===== config.mk =====
export PLATFORM = sky130hd
export DESIGN_NAME = ecc_decoder_flat
export DESIGN_NICKNAME = d
export VERILOG_FILES = /design/src/rtl/ecc_decoder_pkg.sv /design/src/rtl/ecc_decoder_if.sv /design/src/rtl/ecc_decoder_syndrome_acc.sv /design/src/rtl/ecc_decoder.sv /design/src/flat_wrapper.sv
export SDC_FILE = /design/constraint.sdc
export NUM_CORES = 1
export LEC_CHECK = 0
export CAP_MARGIN = 25
export CORE_MARGIN = 8
export CORE_UTILIZATION = 24
export DETAILED_ROUTE_END_ITERATION = 16
export GPL_ROUTABILITY_DRIVEN = 0
export HOLD_SLACK_MARGIN = 0.03
export PLACE_DENSITY_LB_ADDON = 0.1
export SETUP_SLACK_MARGIN = 0.5
export SYNTH_ARGS = -nofsm -noshare
export SYNTH_HDL_FRONTEND = slang
export SYNTH_HIERARCHICAL = 1
export SYNTH_SLANG_ARGS = --single-unit

===== constraint.sdc =====
create_clock -name clk -period 2.9 [get_ports clk]
set_clock_uncertainty 0.05 [all_clocks]
set_input_delay 0.29 -clock clk [delete_from_list [all_inputs] [get_ports clk]]
set_output_delay 0.29 -clock clk [all_outputs]
set_load 0.02 [all_outputs]

===== src/rtl/ecc_decoder_pkg.sv =====
// Shared types, constants and the error locator for the packet ECC check/correct path.
package ecc_pkg;

   localparam int ECC_WORDS  = 8;
   localparam int ECC_WORD_W = 16;

   // Hamming column masks over data bits 14:0; bit k of (i+1) selects bit i.
   localparam logic [14:0] ECC_COL_MASK [0:3] = '{15'h5555, 15'h6666, 15'h7878, 15'h7F80};

   typedef enum logic [1:0] {
      IDLE,
      COLLECT,
      DECODE,
      OUT
   } ecc_dec_state_t;

   typedef enum logic [1:0] {
      LOC_CLEAN,
      LOC_CORR,
      LOC_UNCORR
   } ecc_kind_t;

   typedef struct packed {
      ecc_kind_t  kind;
      logic [2:0] word_idx;
      logic [3:0] bit_idx;
   } ecc_loc_t;

   // Maps the final syndrome onto the data bit to repair. The check byte is
   // trusted, so a nonzero syndrome together with s7 cannot be a single data error.
   function automatic ecc_loc_t ecc_locate(input logic [6:0] s, input logic s7);
      ecc_loc_t loc;
      loc.kind     = LOC_CLEAN;
      loc.word_idx = 3'd0;
      loc.bit_idx  = 4'd0;
      if (s == 7'd0) begin
         if (s7) begin
            // only word7[15] is outside the 7-bit code; s7 alone points at it
            loc.kind     = LOC_CORR;
            loc.word_idx = 3'd7;
            loc.bit_idx  = 4'd15;
         end
      end else if (s7) begin
         loc.kind = LOC_UNCORR;
      end else if (s[3:0] != 4'd0) begin
         loc.kind     = LOC_CORR;
         loc.word_idx = s[6:4];
         loc.bit_idx  = s[3:0] - 4'd1;
      end else begin
         // column 0 means a bit-15 error; bit 15 of word j is coded with row j+1
         loc.kind     = LOC_CORR;
         loc.word_idx = s[6:4] - 3'd1;
         loc.bit_idx  = 4'd15;
      end
      return loc;
   endfunction

endpackage


===== src/rtl/ecc_decoder_if.sv =====
// Input beat stream, check byte and corrected output stream of the ECC decoder.
interface ecc_decoder_if;

   logic [7:0]                     code_in;
   logic                           in_valid;
   logic                           in_ready;
   logic [ecc_pkg::ECC_WORD_W-1:0] in_data;
   logic                           out_valid;
   logic                           out_ready;
   logic [ecc_pkg::ECC_WORD_W-1:0] out_data;
   logic                           out_last;
   logic                           err_corr;
   logic                           err_uncorr;

   modport slave (
      input  code_in, in_valid, in_data, out_ready,
      output in_ready, out_valid, out_data, out_last, err_corr, err_uncorr
   );

   modport master (
      output code_in, in_valid, in_data, out_ready,
      input  in_ready, out_valid, out_data, out_last, err_corr, err_uncorr
   );

endinterface


===== src/rtl/ecc_decoder_syndrome_acc.sv =====
// Per-beat syndrome accumulator. Beat 0 restarts the sum and folds in the check byte,
// so the outputs hold the final syndrome once beat 7 has been accepted.
module ecc_syndrome_acc
   import ecc_pkg::*;
(
   input  logic                  clk,
   input  logic                  rst_n,
   input  logic                  i_beat_en,
   input  logic [2:0]            i_beat_idx,
   input  logic [ECC_WORD_W-1:0] i_data,
   input  logic [7:0]            i_code,
   output logic [6:0]            o_syn,
   output logic                  o_s7
);

   logic [3:0] w_col;
   logic [2:0] w_row;
   logic [2:0] w_idx_p1;
   logic       w_rowpar;
   logic [6:0] r_syn;
   logic       r_code7;
   logic       r_s7;

   // Contribution of the current beat to column and row syndrome bits.
   always_comb begin
      w_col    = '0;
      w_row    = '0;
      w_rowpar = ^i_data[14:0];
      w_idx_p1 = i_beat_idx + 3'd1;
      for (int k = 0; k < 4; k++) begin
         w_col[k] = ^(i_data[14:0] & ECC_COL_MASK[k]);
      end
      for (int b = 0; b < 3; b++) begin
         w_row[b] = (w_rowpar & i_beat_idx[b])
                  ^ (i_data[15] & (i_beat_idx != 3'd7) & w_idx_p1[b]);
      end
   end

   // Accumulate the syndrome; s7 resolves on the last beat against the latched code[7].
   always_ff @(posedge clk or negedge rst_n) begin
      if (!rst_n) begin
         r_syn   <= '0;
         r_code7 <= 1'b0;
         r_s7    <= 1'b0;
      end else if (i_beat_en) begin
         if (i_beat_idx == 3'd0) begin
            r_syn   <= {w_row, w_col} ^ i_code[6:0];
            r_code7 <= i_code[7];
            r_s7    <= 1'b0;
         end else begin
            r_syn <= r_syn ^ {w_row, w_col};
         end
         if (i_beat_idx == 3'd7) begin
            r_s7 <= i_data[15] ^ r_code7;
         end
      end
   end

   assign o_syn = r_syn;
   assign o_s7  = r_s7;

endmodule


===== src/rtl/ecc_decoder.sv =====
// Packet ECC check/correct: buffers an 8x16 cell, locates a single data-bit error
// from the accumulated syndrome and replays the corrected words in order.
//
// state   | meaning
// IDLE    | waiting for beat 0 (check byte sampled with it)
// COLLECT | accepting beats 1..7 into the buffer
// DECODE  | syndrome final; registering the error location
// OUT     | presenting words 0..7, flags held until word 7 is taken
module ecc_decoder
   import ecc_pkg::*;
#(
   parameter bit CORRECT_EN = 1'b1
) (
   input  logic          clk,
   input  logic          rst_n,
   ecc_decoder_if.slave  bus
);

   ecc_dec_state_t        r_state;
   logic [2:0]            r_beat;
   logic                  r_in_ready;
   logic [ECC_WORD_W-1:0] r_buf [0:ECC_WORDS-1];
   ecc_loc_t              r_loc;
   logic [2:0]            r_word_idx;
   logic                  r_out_valid;
   logic [ECC_WORD_W-1:0] r_out_data;
   logic                  r_out_last;
   logic                  r_err_corr;
   logic                  r_err_uncorr;

   logic                  w_in_acc;
   logic                  w_out_acc;
   logic [6:0]            w_syn;
   logic                  w_s7;
   ecc_loc_t              w_loc;
   logic [2:0]            w_next_idx;
   logic [ECC_WORD_W-1:0] w_next_word;

   assign w_in_acc  = bus.in_valid & r_in_ready;
   assign w_out_acc = r_out_valid & bus.out_ready;
   assign w_loc     = ecc_locate(w_syn, w_s7);

   ecc_syndrome_acc u_syn (
      .clk        (clk),
      .rst_n      (rst_n),
      .i_beat_en  (w_in_acc),
      .i_beat_idx (r_beat),
      .i_data     (bus.in_data),
      .i_code     (bus.code_in),
      .o_syn      (w_syn),
      .o_s7       (w_s7)
   );

   // Buffer fill; contents are don't-care after reset so no reset term.
   always_ff @(posedge clk) begin
      if (w_in_acc) begin
         r_buf[r_beat] <= bus.in_data;
      end
   end

   // Next word to present, with the located bit flipped when correction is enabled.
   always_comb begin
      w_next_idx  = r_out_valid ? (r_word_idx + 3'd1) : r_word_idx;
      w_next_word = r_buf[w_next_idx];
      if (CORRECT_EN && (r_loc.kind == LOC_CORR) && (r_loc.word_idx == w_next_idx)) begin
         w_next_word = w_next_word ^ (16'd1 << r_loc.bit_idx);
      end
   end

   // Control FSM with registered handshake, data and flag outputs.
   always_ff @(posedge clk or negedge rst_n) begin
      if (!rst_n) begin
         r_state      <= IDLE;
         r_beat       <= 3'd0;
         r_in_ready   <= 1'b1;
         r_loc        <= '0;
         r_word_idx   <= 3'd0;
         r_out_valid  <= 1'b0;
         r_out_data   <= '0;
         r_out_last   <= 1'b0;
         r_err_corr   <= 1'b0;
         r_err_uncorr <= 1'b0;
      end else begin
         unique case (r_state)
            IDLE: begin
               if (w_in_acc) begin
                  r_beat  <= 3'd1;
                  r_state <= COLLECT;
               end
            end
            COLLECT: begin
               if (w_in_acc) begin
                  r_beat <= r_beat + 3'd1;
                  if (r_beat == 3'd7) begin
                     r_state    <= DECODE;
                     r_in_ready <= 1'b0;
                  end
               end
            end
            DECODE: begin
               r_loc      <= w_loc;
               r_word_idx <= 3'd0;
               r_state    <= OUT;
            end
            OUT: begin
               if (!r_out_valid) begin
                  r_out_valid  <= 1'b1;
                  r_out_data   <= w_next_word;
                  r_out_last   <= (w_next_idx == 3'd7);
                  r_err_corr   <= (r_loc.kind == LOC_CORR);
                  r_err_uncorr <= (r_loc.kind == LOC_UNCORR);
               end else if (w_out_acc) begin
                  if (r_out_last) begin
                     r_out_valid  <= 1'b0;
                     r_out_last   <= 1'b0;
                     r_err_corr   <= 1'b0;
                     r_err_uncorr <= 1'b0;
                     r_in_ready   <= 1'b1;
                     r_state      <= IDLE;
                  end else begin
                     r_word_idx <= w_next_idx;
                     r_out_data <= w_next_word;
                     r_out_last <= (w_next_idx == 3'd7);
                  end
               end
            end
            default: begin
               r_state    <= IDLE;
               r_in_ready <= 1'b1;
            end
         endcase
      end
   end

   assign bus.in_ready   = r_in_ready;
   assign bus.out_valid  = r_out_valid;
   assign bus.out_data   = r_out_data;
   assign bus.out_last   = r_out_last;
   assign bus.err_corr   = r_err_corr;
   assign bus.err_uncorr = r_err_uncorr;

endmodule


===== src/flat_wrapper.sv =====
// flat-port wrapper written by rule: the top's interface ports become plain ports
module ecc_decoder_flat import ecc_pkg::*;
#(
   parameter bit CORRECT_EN = 1'b1
)
  (clk, rst_n, bus_code_in, bus_in_valid, bus_in_data, bus_out_ready, bus_in_ready, bus_out_valid, bus_out_data, bus_out_last, bus_err_corr, bus_err_uncorr);
  ecc_decoder_if bus_i ();
  input  logic clk;
  input  logic rst_n;
  input wire logic [$bits(bus_i.code_in)-1:0] bus_code_in;
  input wire logic [$bits(bus_i.in_valid)-1:0] bus_in_valid;
  input wire logic [$bits(bus_i.in_data)-1:0] bus_in_data;
  input wire logic [$bits(bus_i.out_ready)-1:0] bus_out_ready;
  output wire logic [$bits(bus_i.in_ready)-1:0] bus_in_ready;
  output wire logic [$bits(bus_i.out_valid)-1:0] bus_out_valid;
  output wire logic [$bits(bus_i.out_data)-1:0] bus_out_data;
  output wire logic [$bits(bus_i.out_last)-1:0] bus_out_last;
  output wire logic [$bits(bus_i.err_corr)-1:0] bus_err_corr;
  output wire logic [$bits(bus_i.err_uncorr)-1:0] bus_err_uncorr;
  assign bus_i.code_in = bus_code_in;
  assign bus_i.in_valid = bus_in_valid;
  assign bus_i.in_data = bus_in_data;
  assign bus_i.out_ready = bus_out_ready;
  assign bus_in_ready = bus_i.in_ready;
  assign bus_out_valid = bus_i.out_valid;
  assign bus_out_data = bus_i.out_data;
  assign bus_out_last = bus_i.out_last;
  assign bus_err_corr = bus_i.err_corr;
  assign bus_err_uncorr = bus_i.err_uncorr;
  ecc_decoder #(.CORRECT_EN(CORRECT_EN)) u_core (.clk(clk), .rst_n(rst_n), .bus(bus_i));
endmodule

==> metrics <==
CP max stage delay about 0.57 ns; I/O pin cnt 49; Lkg Pwr 3.90 nW; worst reg2reg setup slack 0.59 ns; design area 11300 um^2; syn_nets 805; RSZ-0062 raised after global routing no; Setup CP Type flip-flop to flip-flop; CP startpoint kind flip-flop; Clock power frac 22.0%; Critical Path RT 3.17 ns; crit path DAT 2.58 ns; drt drc 0; CTS Root Cell clkbuf_16; ranking of synthesized cells by area edfxtp_1, mux2i_1, dfrtp_1, o22ai_1, xnor2_1; Final setup viols 0; Setup WS pre-CTS 0.170 ns; CTS Buf Count 17; Worst Setup Slack, final between 0.5 and 0.6 ns; largest net degree at the start of global routing 69; Worst path top cell family by delay compound AO/OA/AOI/OAI gates; die area approximately 45000 um^2; slew margin rel. a little over half; Net Sw Power roughly 4.3 mW; FILL cells 3795; Post-Syn Area between 9000 and 10000 um^2; initial antenna violation count 0; CTS tree yes; HPWL Detailed around 17000 um; Sw Share 38.7%; clk slew on worst S/H paths 0.07 ns; Comb power frac 45.1%; outcome finished clean; total power draw 11.2 mW; crit path max fanout 5; endpoints failing hold 0; area leader, netlist edfxtp_1; Post-Layout Cell Count 1345; Seq cells post-synth 175; post-synthesis sequential area ratio between 50 and 60%; Peak VDD IR 0.437 mV; number of synthesized flops with an enable pin ~130; Pwr Density about 990 nW/um^2; cells after synthesis between 700 and 800; Max Freq 0.433 GHz; ANT cells 0; global-route wire length before repair ~40000 um; Netlist cell types 50; Syn. warnings 6; Seq pwr share 33.0%; # clock sinks between 150 and 200; hold_ws roughly 0.28 ns; crit end category flip-flop; Initial Utilization 24.3%; Vias 6304; Fin Setup TNS 0 ns; final wirelength 26400 um; Util after Layout 30.0%; max cap viols 0; H-tree levels 4; worst hold path type input port to flip-flop; gr ovfl total 0; Vias/cell 4.69; ys async rst share a little over a quarter; critical path, cell by cell xor2_4 -> or3_4 -> a2111o_1 -> nor3_2 -> xnor2_1 -> o21ai_1; die width 211 um; final worst path period share 79.7%; worst slew pin tran 0.719 ns; Top FF cell, synth edfxtp_1; WP buf/inv 0; Area Overhead vs Synth 23.5%; All-Layer GR Usage 12.0%; slowest stage cell, crit path dfrtp_4; post-route ant nets 0; vias in the first global route 6467; Placed Instance Area 10400 um^2; Max Slew Vio Count 0; # rows 71; Final nets 865; internal power between 6 and 7 mW; core area 37600 um^2; Die Ht 211 um; drt first pass iters 5; post-synthesis average cell area between 10 and 15 um^2; Initial DRC Count 406; area share of the largest cell type after synthesis 42.1%; placed cells 1309; Final Critical Period 2.31 ns; Clock Tree Buf Depth 2; IO buf count between 40 and 50; Wirelength per Cell 19.6 um; layout cells sized above 1 between 10% and 20%; latest clock arrival within the worst-skew pair roughly 0.44 ns
==> what timing repair did <==
item | 4_1_cts | 5_1_grt
pin swaps | 1 | 9
endpoints found under the setup margin | 4 | 19
setup buffers | 0 | 2
endpoints found under the hold margin | 32 | 0
gates resized for setup | 1 | 25
hold buffers | 1 | 0
cloned | 1 | 1
==> power groups by stage <==
| stage | Sequential, mW | Combinational, mW | Clock, mW |
|---|---|---|---|
| after floorplan | 3.68 | 2.97 | 0 |
| after global placement | 3.68 | 4.69 | 0 |
| after detailed placement | 3.71 | 4.78 | 0 |
| after CTS | 3.66 | 4.88 | 2.53 |
| after global routing | 3.75 | 5.54 | 2.63 |
| final | 3.68 | 5.03 | 2.45 |
==> flip-flops by register name, summed over array words and instances (netlist names) <==
name	flops
u_core/bus.in_ready	1
u_core/r_word_idx	3
u_core/bus.out_data	16
u_core/bus.err_uncorr	1
u_core/r_beat	3
u_core/u_syn/o_s7	1
u_core/u_syn/o_syn	7
u_core/bus.err_corr	1
u_core/r_buf	128
u_core/r_state	2
u_core/bus.out_last	1
u_core/u_syn/r_code7	1
u_core/r_loc	9
u_core/bus.out_valid	1
==> worst paths after layout <==
kind,start,to,depth (start not counted)
max,u_core/r_word_idx[0],u_core/bus.out_data[12],6
max in group asynchronous,rst_n,u_core/bus.in_ready,3
min,bus_in_data[12],u_core/r_buf[0][12],1
min in group asynchronous,rst_n,u_core/bus.err_uncorr,2
max reg2reg,u_core/r_word_idx[0],u_core/bus.out_data[12],6
min reg2reg,u_core/bus.out_data[3],u_core/bus.out_data[3],2
==> cell families after synthesis <==
group	after synthesis	share of synthesized area (%)
DFF	175	55.0
AOI/OAI and AO/OA	168	11.2
and+or+nand+nor	159	8.35
muxes	133	14.7
buffers and inverters	61	2.74
xor gates and xnor gates	51	5.93
adders and majority gates	15	2.06
==> per-layer routing <==
layer	wire, um	GRT usage (%)
met5	0	0
met4	512	4.37
met3	940	2.21
met2	12900	20.2
met1	12000	15.2
==> Yosys cell counts (all sizes together), types with 2 or more instances <==
master	n
a21oi	42
a31oi	6
a32o	4
and2	2
and3	2
buf	14
clkbuf	33
dfrtp	46
edfxtp	128
ha	15
inv	14
mux2	11
mux2i	122
nand2	40
nand2b	9
nand3	19
nor2	38
nor2b	7
nor3	30
o211ai	4
o21ai	30
o22ai	65
o31ai	7
or2	5
or3	3
xnor2	31
xnor3	5
xor2	14
==> area by class of cell <==
type	count	area (um^2)	share of cell area [%]
Clock buffer	18	429	3.81
Clock inverter	13	189	1.68
Inverter	14	52.6	0.466
Multi-Input combinational cell	526	4020	35.7
Sequential cell	175	5020	44.6
Tap cell	511	639	5.67
Timing Repair Buffer	88	918	8.14
==> cells in the final DEF (no fill, tap or decap), types with 3 or more instances in the layout <==
cell type / n
a21oi_1: 34
bufinv_16: 4
buf_12: 6
o21ai_0: 22
clkinv_4: 3
nor2_1: 38
xnor2_1: 28
ha_1: 14
o211ai_1: 4
clkdlybuf4s50_1: 46
nand2b_1: 8
nand3_1: 19
a21oi_2: 8
nor3_1: 21
o21ai_1: 7
inv_1: 14
o31ai_1: 7
nor3_2: 8
o22ai_1: 65
clkbuf_16: 18
xnor2_2: 3
xnor3_2: 3
dfrtp_1: 45
xor2_1: 13
mux2_2: 11
edfxtp_1: 128
mux2i_1: 122
nand2_1: 39
buf_4: 30
clkinv_2: 3
a32o_1: 4
a31oi_1: 6
nor2b_1: 7
or2_2: 4
==> worst reg2reg max path, cell delays in order, from the launching register on <==
cell and delay, ns:
dfrtp_4 0.57, xor2_4 0.22, or3_4 0.36, a2111o_1 0.56
nor3_2 0.19, xnor2_1 0.17, o21ai_1 0.08
Note: power is estimated with default switching activity, not from simulation.
